--- src/rtl/floor_request_scheduler.sv ---
// Request scheduler that sits in front of the elevator controller: it latches call
// buttons, chooses SCAN targets, and times the door dwell at each served floor.
module floor_request_scheduler #(
  parameter int DWELL_CYCLES = 8,
  parameter int DWELL_W      = 8
) (
  input  logic       clk,
  input  logic       rst,
  input  logic [3:0] call_btn,
  input  logic       cancel_all,
  input  logic [1:0] cur_floor,
  output logic [1:0] target,
  output logic       stop,
  output logic [3:0] pending,
  output logic       dir_up,
  output logic       busy
);

  typedef enum logic [1:0] {IDLE, MOVE, DWELL} state_t;

  localparam logic [DWELL_W-1:0] DWELL_LOAD = DWELL_W'(DWELL_CYCLES - 1);

  state_t             state, state_n;
  logic [DWELL_W-1:0] cnt, cnt_n;
  logic [1:0]         target_n;
  logic               stop_n, dir_n;
  logic [3:0]         pending_n, clear, live, here;
  logic [2:0]         up, dn;

  // {found, floor} of the nearest requested floor strictly above f
  function automatic logic [2:0] nearest_above(input logic [3:0] m, input logic [1:0] f);
    logic [2:0] res;
    res = 3'b000;
    for (int i = 3; i >= 0; i--)
      if (i > int'(f) && m[i]) res = {1'b1, 2'(i)};
    return res;
  endfunction

  // {found, floor} of the nearest requested floor strictly below f
  function automatic logic [2:0] nearest_below(input logic [3:0] m, input logic [1:0] f);
    logic [2:0] res;
    res = 3'b000;
    for (int i = 0; i <= 3; i++)
      if (i < int'(f) && m[i]) res = {1'b1, 2'(i)};
    return res;
  endfunction

  // cancel_all suppresses every request, including ones arriving this cycle
  assign live = cancel_all ? 4'b0000 : (pending | call_btn);
  assign here = 4'b0001 << cur_floor;
  assign up   = nearest_above(live, cur_floor);
  assign dn   = nearest_below(live, cur_floor);

  always_comb begin
    state_n  = state;
    cnt_n    = cnt;
    target_n = target;
    stop_n   = stop;
    dir_n    = dir_up;
    clear    = 4'b0000;
    case (state)
      IDLE: begin
        target_n = cur_floor;
        stop_n   = 1'b1;
        if (live[cur_floor]) begin
          state_n = DWELL;
          cnt_n   = DWELL_LOAD;
          clear   = here;
        end else if (live != 4'b0000) begin
          state_n = MOVE;
          stop_n  = 1'b0;
          if (dir_up && up[2]) begin
            target_n = up[1:0];
          end else if (dn[2]) begin
            target_n = dn[1:0];
            dir_n    = 1'b0;
          end else begin
            target_n = up[1:0];
            dir_n    = 1'b1;
          end
        end
      end
      MOVE: begin
        if (cur_floor == target) begin
          state_n = DWELL;
          stop_n  = 1'b1;
          cnt_n   = DWELL_LOAD;
          clear   = here;
        end else if (dir_up && up[2] && up[1:0] < target) begin
          target_n = up[1:0];
        end else if (!dir_up && dn[2] && dn[1:0] > target) begin
          target_n = dn[1:0];
        end
      end
      DWELL: begin
        clear = here;
        if (cnt == '0) state_n = IDLE;
        else           cnt_n   = cnt - 1'b1;
      end
      default: state_n = IDLE;
    endcase
    if (cancel_all) clear = 4'b1111;
    pending_n = (pending | call_btn) & ~clear;
  end

  always_ff @(posedge clk) begin
    if (rst) begin
      state   <= IDLE;
      cnt     <= '0;
      target  <= 2'b00;
      stop    <= 1'b1;
      dir_up  <= 1'b1;
      pending <= 4'b0000;
      busy    <= 1'b0;
    end else begin
      state   <= state_n;
      cnt     <= cnt_n;
      target  <= target_n;
      stop    <= stop_n;
      dir_up  <= dir_n;
      pending <= pending_n;
      busy    <= (state_n != IDLE);
    end
  end

endmodule

--- config.mk ---
export PLATFORM = sky130hd
export DESIGN_NAME = floor_request_scheduler
export DESIGN_NICKNAME = d
export VERILOG_FILES = /design/src/rtl/floor_request_scheduler.sv
export SDC_FILE = /design/constraint.sdc
export NUM_CORES = 1
export LEC_CHECK = 0
export CORE_AREA = 2 2 52 54
export DETAILED_ROUTE_END_ITERATION = 12
export DIE_AREA = 0 0 54 56
export PLACE_DENSITY = 0.81
export SYNTH_ARGS = -nofsm -noshare
export SYNTH_HDL_FRONTEND = slang
export SYNTH_SLANG_ARGS = --single-unit
--- constraint.sdc ---
create_clock -name clk -period 7.6 [get_ports clk]
set_input_delay 0.76 -clock clk [delete_from_list [all_inputs] [get_ports clk]]
set_output_delay 0.76 -clock clk [all_outputs]
set_load 0.03 [all_outputs]
# ---- Word-level counts from Yosys, hierarchy flattened
# Cells that the tools add are included.
dict set report totals {
  input_bits 9
  word_cells 87
  out_inout_bits 9
  regBits 19
}
dict set report classes {
  bitwise_logic 5
  shift 1
  magnitude_cmp 9
  n_reduce_logical 21
  eq_ne 8
  mux 35
  add_sub_neg 1
}
# operator n
set ops {}
lappend ops {{8-bit two-way mux} 3}
lappend ops {{8-bit case mux with 3 select lines} 1}
lappend ops {{2-bit two-way mux} 11}
lappend ops {{3-bit two-way mux} 6}
lappend ops {{4-bit two-way mux} 4}
lappend ops {{4-bit case mux with 3 select lines} 1}
lappend ops {{1-bit logical AND} 10}
lappend ops {{8-bit zero test} 1}
lappend ops {{2-bit inequality test (second input constant)} 4}
lappend ops {{4-bit AND reduction} 2}
lappend ops {{8-bit by 1-bit subtractor with 8-bit output (second input constant)} 1}
lappend ops {{2-bit case mux with 3 select lines} 1}
lappend ops {{1-bit two-way mux} 5}
lappend ops {{4-bit bitwise AND} 1}
lappend ops {{2-bit greater-than comparator (first input constant)} 2}
lappend ops {{1-bit by 2-bit less-than comparator with 1-bit output (first input constant)} 2}
lappend ops {{4-bit NOT} 1}
lappend ops {{4-bit OR} 1}
lappend ops {{2-bit case mux with 2 select lines} 1}
lappend ops {{2-bit nonzero test} 2}
lappend ops {{4-bit nonzero test} 1}
lappend ops {{1-bit by 2-bit << shifter with 4-bit output (first input constant)} 1}
lappend ops {{2-bit by 3-bit less-than comparator with 1-bit output (second input constant)} 1}
lappend ops {{3-bit inequality test (second input constant)} 1}
lappend ops {{other kinds (15)} 16}

# ---- Depth between registers and ports, before layout
# Gate-level depths: netlist of the first run.
dict set report logic_depth {
  ltp_word 12
  depth_mapped 10
  mapped_depth_nobuf 9
}

# ---- Least setup slack after synthesis of the first run
# Ideal clock, no wire load.
dict set report synth_path {
  path_kind {input-to-reg}
  startpoint {input port cur_floor[0]}
  endpoint {register target[1]}
  path_buffers 1
  t_arrival_ns 3.043
  path_stages 10
  setup_ns 0.061
  t_required_ns 7.539
  slack_ns 4.496
  path_cell_list {buf_6 > o21bai_1 > a21oi_1 > nor3b_1 > ha_1 > or3_1 > a31oi_1 > a2111oi_0 > a311oi_1 > a32o_1}
}
dict set report synth_via {
  elab_chain_len 10
  elab_cells_between_ends 38
  cone_classes {order compare (8); eq/ne (3); mux (16); reduce/logical (11)}
}
# element line_no
set synth_lines {}
lappend synth_lines {{from (decl)} 11} ;# input logic [1:0] cur_floor,
lappend synth_lines {{2-bit greater-than comparator / 1-bit by 2-bit less-than comparator with 1-bit output (equally long branches)} {35, 44}}
lappend synth_lines {{1-bit logical AND (on tied branches)} {35, 44}}
lappend synth_lines {{3-bit two-way mux (on tied branches) (3 in series)} {35, 44}}
lappend synth_lines {{2-bit less-than comparator (tied with other cells)} 89} ;# end else if (dir_up && up[2] && up[1:0] < target) begin
lappend synth_lines {{1-bit logical AND / 2-bit two-way mux (equally long branches)} {89, 72}}
lappend synth_lines {{2-bit two-way mux (on tied branches)} {89, 69}}
lappend synth_lines {{2-bit two-way mux (on tied branches)} {84, 65}}
lappend synth_lines {{2-bit case mux with 2 select lines} 61} ;# case (state)
lappend synth_lines {{to (signal assigned)} 118} ;# target <= target_n;
lappend synth_lines {{to (decl)} 12} ;# output logic [1:0] target,
# Parallel ways exist; a longest one is shown, timed or not. The select of a mux whose other input is x is not followed.
# A chain may end at the register's enable or synchronous reset.

# ---- Final worst setup path of the first run
# Same ends and word-level chain as after synthesis.

==> impl_metrics.env, run 1 <==
export IMPL_port_buffers=17
export IMPL_synth_simple_gate_area_share_pct=23.46
export IMPL_grt_busiest_layer="met2"
export IMPL_viasPerCell=6.390
export IMPL_fin_crit_sh_pct=51.68
export IMPL_gp_congestion=0.8872
export IMPL_htree_levels=1
export IMPL_cp_required_ns=7.84
export IMPL_synth_mux_area_share_pct=2.383
export IMPL_rsz0062_at_grt="no"
export IMPL_yosys_warnings=0
export IMPL_grt_usage_pct=24.36
export IMPL_tritoncts="done"
export IMPL_max_freq_mhz=254.6
export IMPL_cap_violations=0
export IMPL_cp_max_fo=18
export IMPL_fin_area_sq_um=1563
export IMPL_path_class="in2reg"
export IMPL_synthToLayoutAreaGrowth_pct=14.48
export IMPL_synthXorXnorAreaFrac_pct=4.491
export IMPL_n_antenna_cell=0
export IMPL_clk_latency_ns=0.29
export IMPL_postCtsHoldBufs=0
export IMPL_cts_sinks=19
export IMPL_drive_above_1_share_pct=9.290
export IMPL_whs_path_depth=2
export IMPL_synth_area_top_cells="dfxtp_1, nor2_1, ha_1"
export IMPL_drt_total_wl_mm=3.338
export IMPL_leakage_nw=0.5825
export IMPL_synthCells=169
export IMPL_slew_headroom_pct=54.35
export IMPL_cts_resized=0
export IMPL_cts_setup_buffers=0
export IMPL_grt_util_met1_pct=31.68
export IMPL_grt_pass1_wl_mm=5.609
export IMPL_synthAdderAreaFrac_pct=4.583
export IMPL_p_sw_uw=140.9
export IMPL_min_path_type="reg2reg"
export IMPL_setup_violations=0
export IMPL_wl_per_cell_microns=15.67
export IMPL_dieArea_sq_um=3024
export IMPL_root_buffer="clkbuf_4"
export IMPL_initial_core_util_pct=56.12
export IMPL_endpoint_kind="flop"
export IMPL_synth_common_cells="nor2_1, dfxtp_1, inv_1"
export IMPL_antenna_found_initial=0
export IMPL_drc=0
export IMPL_worstSetupStartpointType="primary input"
export IMPL_synth_top_area_share_pct=27.86
export IMPL_hold_violations=0
export IMPL_cts_buffer_depth=2
export IMPL_cp_arrival_ns=4.16
export IMPL_synth_most_common_cell="nor2_1"
export IMPL_fillCellCount=219
export IMPL_ys_types=53
export IMPL_finalClockSkew_ns=0.008737
export IMPL_cts_buffers_inserted=3
export IMPL_syn_area_sq_um=1365
export IMPL_grt_max_degree=19
export IMPL_timing_setup_tns_ns=0
export IMPL_min_period_ns=3.928
export IMPL_synth_compound_area_share_pct=31.26
export IMPL_ir_drop_v=0.0001680
export IMPL_yosys_area_top_type="dfxtp_1"
export IMPL_rows=18
export IMPL_share_comb_of_total_power_pct=45.1
export IMPL_drt_iter0_drc=36
export IMPL_ys_flop_type="dfxtp_1"
export IMPL_outcome="finished, final reports clean"
export IMPL_async_reset_ff_share_pct=0
export IMPL_vias=1361
export IMPL_die_x_microns=54
export IMPL_power_share_switching_pct=40.41
export IMPL_synth_top_family_by_area="compound AO/OA/AOI/OAI gates"
export IMPL_powerDensity_nw_per_um2=223.1
export IMPL_tightest_slew_ns=0.6674
export IMPL_firstDrtPassIters=4
export IMPL_ys_seq_area_share_pct=27.86
export IMPL_nets=198
export IMPL_pwr_share_clk_pct=14.3
export IMPL_syn_num_nets=183
export IMPL_synth_edf_count=0
export IMPL_ant_nets=0
export IMPL_hpwl_mm=2.644
export IMPL_place_area_sq_um=1536
export IMPL_power_share_sequential_pct=40.6
export IMPL_grt_overflow=0
export IMPL_power_uw=348.6
export IMPL_r2r_cells=9
export IMPL_whs_ns=0.5048
export IMPL_p_int_uw=207.7
export IMPL_final_max_slew_violation_count=0
export IMPL_fp_dieH_microns=56
export IMPL_clk_pin_slew_worst_paths_ns=0.10
export IMPL_synth_seq_cells=19
export IMPL_syn_area_per_cell_sq_um=8.077
export IMPL_grt_pass1_vias=1246
export IMPL_num_io_pins=18
export IMPL_met3_usage_pct=3.226
export IMPL_met2_usage_pct=41.46
export IMPL_core_sq_um=2432
[cell families after synthesis]
group / after synthesis
fa+ha+maj: 5
simple gates: 63
compound gates: 54
flops: 19
mux: 2
buf+inv: 19
xor+xnor: 7
[flip-flops by register name, indices dropped and copies added (netlist names)]
name     flops
pending      4
busy         1
cnt          8
stop         1
state        2
dir_up       1
target       2
[path summary, 6_finish.rpt]
check                                   from        end  slack (ns)
worst min register to register          stop       stop        0.50
worst min-delay path                    stop       stop        0.50
worst max-delay path            cur_floor[0]  target[1]        3.67
worst max register to register    pending[3]  target[1]        4.66
[power groups by stage]
stage,sequential [mW],clock [mW],combinational (mW)
3_3_place_gp,0.143,0,0.153
3_5_place_dp,0.144,0,0.157
5_1_grt,0.146,0.0553,0.175
2_1_floorplan,0.146,0,0.114
4_1_cts,0.142,0.0507,0.158
6_report,0.142,0.0497,0.157
[placed cells by master, fill, tap and decap left out, types with 2 or more instances in the layout]
cell,instances
nand2_1,8
a221oi_1,2
inv_1,12
o21bai_1,2
a211oi_1,2
o31ai_1,3
xor2_1,5
or2_2,4
a21o_1,2
o21ai_0,6
o211ai_1,4
nor3_1,5
a21oi_1,4
a31oi_1,4
a2111oi_0,4
ha_1,5
clkbuf_4,3
or3_1,3
clkdlybuf4s50_1,17
nor4_1,3
nor2_1,26
dfxtp_1,19
nor3b_1,2
nand3_1,3
xnor2_1,2
a311oi_1,7
[metrics by stage]
step                utilization [%]  instances  setup WS, ns
detailed placement            63.17        209         3.457
global placement              63.17        209         3.503
floorplan                         -        169         4.496
finish                        64.25        213         3.672
global route                  64.25        213         3.308
CTS                           64.25        213         3.753
[routing by layer]
layer | up-vias | part of all wire (%)
li1 | 672 | -
met1 | 649 | 44
met2 | 34 | 51
met3 | 6 | 3.7
met4 | 0 | 1.3
met5 | - | 0
[final cells by class]
class | count | area, sq um | share of cell area, %
tap | 30 | 37.54 | 2.402
inverter | 12 | 45.04 | 2.882
sequential | 19 | 380.4 | 24.34
timing repair buffer | 17 | 170.2 | 10.89
multi-input combinational | 131 | 903.4 | 57.81
clock buffer | 4 | 26.28 | 1.681
[critical path, cell delays in order]
cell             delay [ns]
clkdlybuf4s50_1        0.72
o21bai_1               0.34
a21oi_1                0.28
nor3b_1                0.48
ha_1                   0.35
or3_1                  0.34
a31oi_1                0.28
a2111oi_0              0.18
a311oi_1               0.28
a32o_1                 0.16
Power figures use the tool's default switching activity.
==> run 2, diff against run 1 <==
--- a/config.mk
+++ b/config.mk
@@ -5,10 +5,10 @@
 export SDC_FILE = /design/constraint.sdc
 export NUM_CORES = 1
 export LEC_CHECK = 0
-export CORE_AREA = 2 2 52 54
+export CORE_AREA = 2 2 56 58
 export DETAILED_ROUTE_END_ITERATION = 12
-export DIE_AREA = 0 0 54 56
-export PLACE_DENSITY = 0.81
+export DIE_AREA = 0 0 58 60
+export PLACE_DENSITY = 0.73
 export SYNTH_ARGS = -nofsm -noshare
 export SYNTH_HDL_FRONTEND = slang
 export SYNTH_SLANG_ARGS = --single-unit
==> constraint.sdc (replaced) <==
create_clock -name clk -period 3.31 [get_ports clk]
set_input_delay 0.331 -clock clk [delete_from_list [all_inputs] [get_ports clk]]
set_output_delay 0.331 -clock clk [all_outputs]
set_load 0.03 [all_outputs]
==> run 2 against run 1 <==
Compared with the run above:
- critical path depth is the same
- highest routed layer unchanged
- routed wire length is 4.5% higher
- register-to-register slack worse by 4.0 ns
==> impl_metrics.env, run 2 (synthesis results as in run 1) <==
export IMPL_outcome="finished, final reports clean"
export IMPL_cts_sinks=19
export IMPL_path_delay_family="compound AO/OA/AOI/OAI gates"
export IMPL_cts_buffer_depth=2
export IMPL_stdcell_count=223
export IMPL_whs_ns=0.5174
export IMPL_powerDensity_nw_per_um2=502.1
export IMPL_drt_total_wl_mm=3.487
export IMPL_grt_max_degree=16
export IMPL_p_sw_uw=329.4
export IMPL_viasPerCell=6.211
export IMPL_timing_setup_tns_ns=0
export IMPL_r2r_setup_slack_ns=0.69
export IMPL_grt_usage_pct=22.25
export IMPL_core_sq_um=2903
export IMPL_clk_latency_ns=0.29
export IMPL_cap_violations=0
export IMPL_ant_nets=0
export IMPL_slowest_stage="clkdlybuf4s50_1"
export IMPL_nets=205
export IMPL_p_int_uw=483.5
export IMPL_clk_pin_slew_worst_paths_ns=0.11
export IMPL_power_share_switching_pct=40.52
export IMPL_dieArea_sq_um=3480
export IMPL_root_buffer="clkbuf_4"
export IMPL_hpwl_mm=2.767
export IMPL_cts_setup_buffers=0
export IMPL_leakage_nw=0.6176
export IMPL_grt_pass1_vias=1343
export IMPL_cpPeakStageDelay_ns=0.48
export IMPL_wl_met2_mm=1.766
export IMPL_hold_violations=0
export IMPL_met3WireLength_microns=141
export IMPL_layout_common_cells="nor2_1, dfxtp_1, clkdlybuf4s50_1"
export IMPL_place_area_sq_um=1593
export IMPL_rows=20
export IMPL_final_max_slew_violation_count=0
export IMPL_die_x_microns=58
export IMPL_cts_resized=0
export IMPL_cp_max_fo=5
export IMPL_initial_core_util_pct=47.03
export IMPL_htree_levels=1
export IMPL_antenna_found_initial=0
export IMPL_max_freq_mhz=353.4
export IMPL_n_antenna_cell=0
export IMPL_postCtsHoldBufs=0
export IMPL_top_regs="cnt (8), pending (4)"
export IMPL_mostFrequentLayoutCell="nor2_1"
export IMPL_dp_cells=219
export IMPL_fp_dieH_microns=60
export IMPL_cts_buffers_inserted=3
export IMPL_tritoncts="done"
export IMPL_cp_arrival_ns=3.07
export IMPL_slew_headroom_pct=57.29
export IMPL_vias=1385
export IMPL_highest_layer="met4"
export IMPL_synthToLayoutAreaGrowth_pct=18.61
export IMPL_cp_cell_sequence="clkdlybuf4s50_1, o21bai_1, a21oi_1, nor3b_1, ha_1, or3_1, a31oi_1, a2111oi_0, a311oi_1, a32o_1"
export IMPL_grt_pass1_wl_mm=5.996
export IMPL_finalClockSkew_ns=0.005062
export IMPL_wl_per_cell_microns=15.64
export IMPL_tightest_slew_ns=0.6245
export IMPL_largest_register="cnt"
export IMPL_firstDrtPassIters=4
export IMPL_largest_reg_flops=8
export IMPL_wl_met1_mm=1.518
export IMPL_endpoint_kind="flop"
export IMPL_cp_num_buf_inv=1
export IMPL_power_share_sequential_pct=39.7
export IMPL_path_class="in2reg"
export IMPL_fin_area_sq_um=1619
export IMPL_drt_iter0_drc=76
export IMPL_worstSetupStartpointType="primary input"
export IMPL_min_path_type="reg2reg"
export IMPL_drive_above_1_share_pct=12.63
export IMPL_grt_overflow=0
export IMPL_drc=0
export IMPL_port_buffers=17
export IMPL_pwr_share_clk_pct=14.3
export IMPL_rsz0062_at_grt="no"
export IMPL_ir_drop_v=0.0003221
export IMPL_num_io_pins=18
export IMPL_min_period_ns=2.830
export IMPL_fin_crit_sh_pct=85.50
export IMPL_post_route_util_pct=55.78
export IMPL_cp_required_ns=3.55
export IMPL_share_comb_of_total_power_pct=46.0
export IMPL_setup_violations=0
export IMPL_gp_congestion=0.8768
run 2: cell types whose count changed in the layout (fill, tap and decap cells not counted), sizes merged:
cell  before  now
buf        0    7
run 2: routing by layer:
metal | global-route usage, % | up-vias
met1 | 26.72 | 658
met2 | 39.94 | 35
met3 | 3.247 | 6
met4 | 8.638 | 0
met5 | 0 | -
li1 | - | 686
run 2: through the flow:
| step | setup WS, ns | power [mW] |
|---|---|---|
| after floorplan | 0.5871 | 0.5956 |
| after global placement | 0.3133 | 0.6872 |
| after detailed placement | 0.1977 | 0.6997 |
| after CTS | 0.5078 | 0.8183 |
| after global routing | 0.2560 | 0.8815 |
| final | 0.4801 | 0.8130 |
run 2: power groups by stage:
| stage | clock, mW | sequential, mW | combinational [mW] |
|---|---|---|---|
| after CTS | 0.122 | 0.322 | 0.374 |
| final | 0.116 | 0.323 | 0.374 |
| after floorplan | 0 | 0.335 | 0.261 |
| after detailed placement | 0 | 0.328 | 0.372 |
| after global routing | 0.132 | 0.329 | 0.420 |
| after global placement | 0 | 0.326 | 0.361 |
run 2: final timing paths:
path                              startpoint         to  depth (start not counted)
worst max-delay path            cur_floor[0]  target[1]                         10
worst min-delay path                    stop       stop                          2
worst max register to register    pending[1]  target[1]                          9
worst min register to register          stop       stop                          2
run 2: final cells by class:
cell class	instances	area, sq um
Multi-Input combinational cell	131	903.4
Sequential cell	19	380.4
Timing Repair Buffer	24	222.7
Inverter	12	45.04
Fill cell	277	1284
Clock buffer	4	26.28
Tap cell	33	41.29
run 2: worst register-to-register path: stages, from the launching register on:
cell	delay, ns
dfxtp_1	0.36
nor2_2	0.28
nor2_1	0.09
nor3b_1	0.25
ha_1	0.31
or3_1	0.36
a31oi_1	0.29
a2111oi_0	0.18
a311oi_1	0.30
a32o_1	0.16
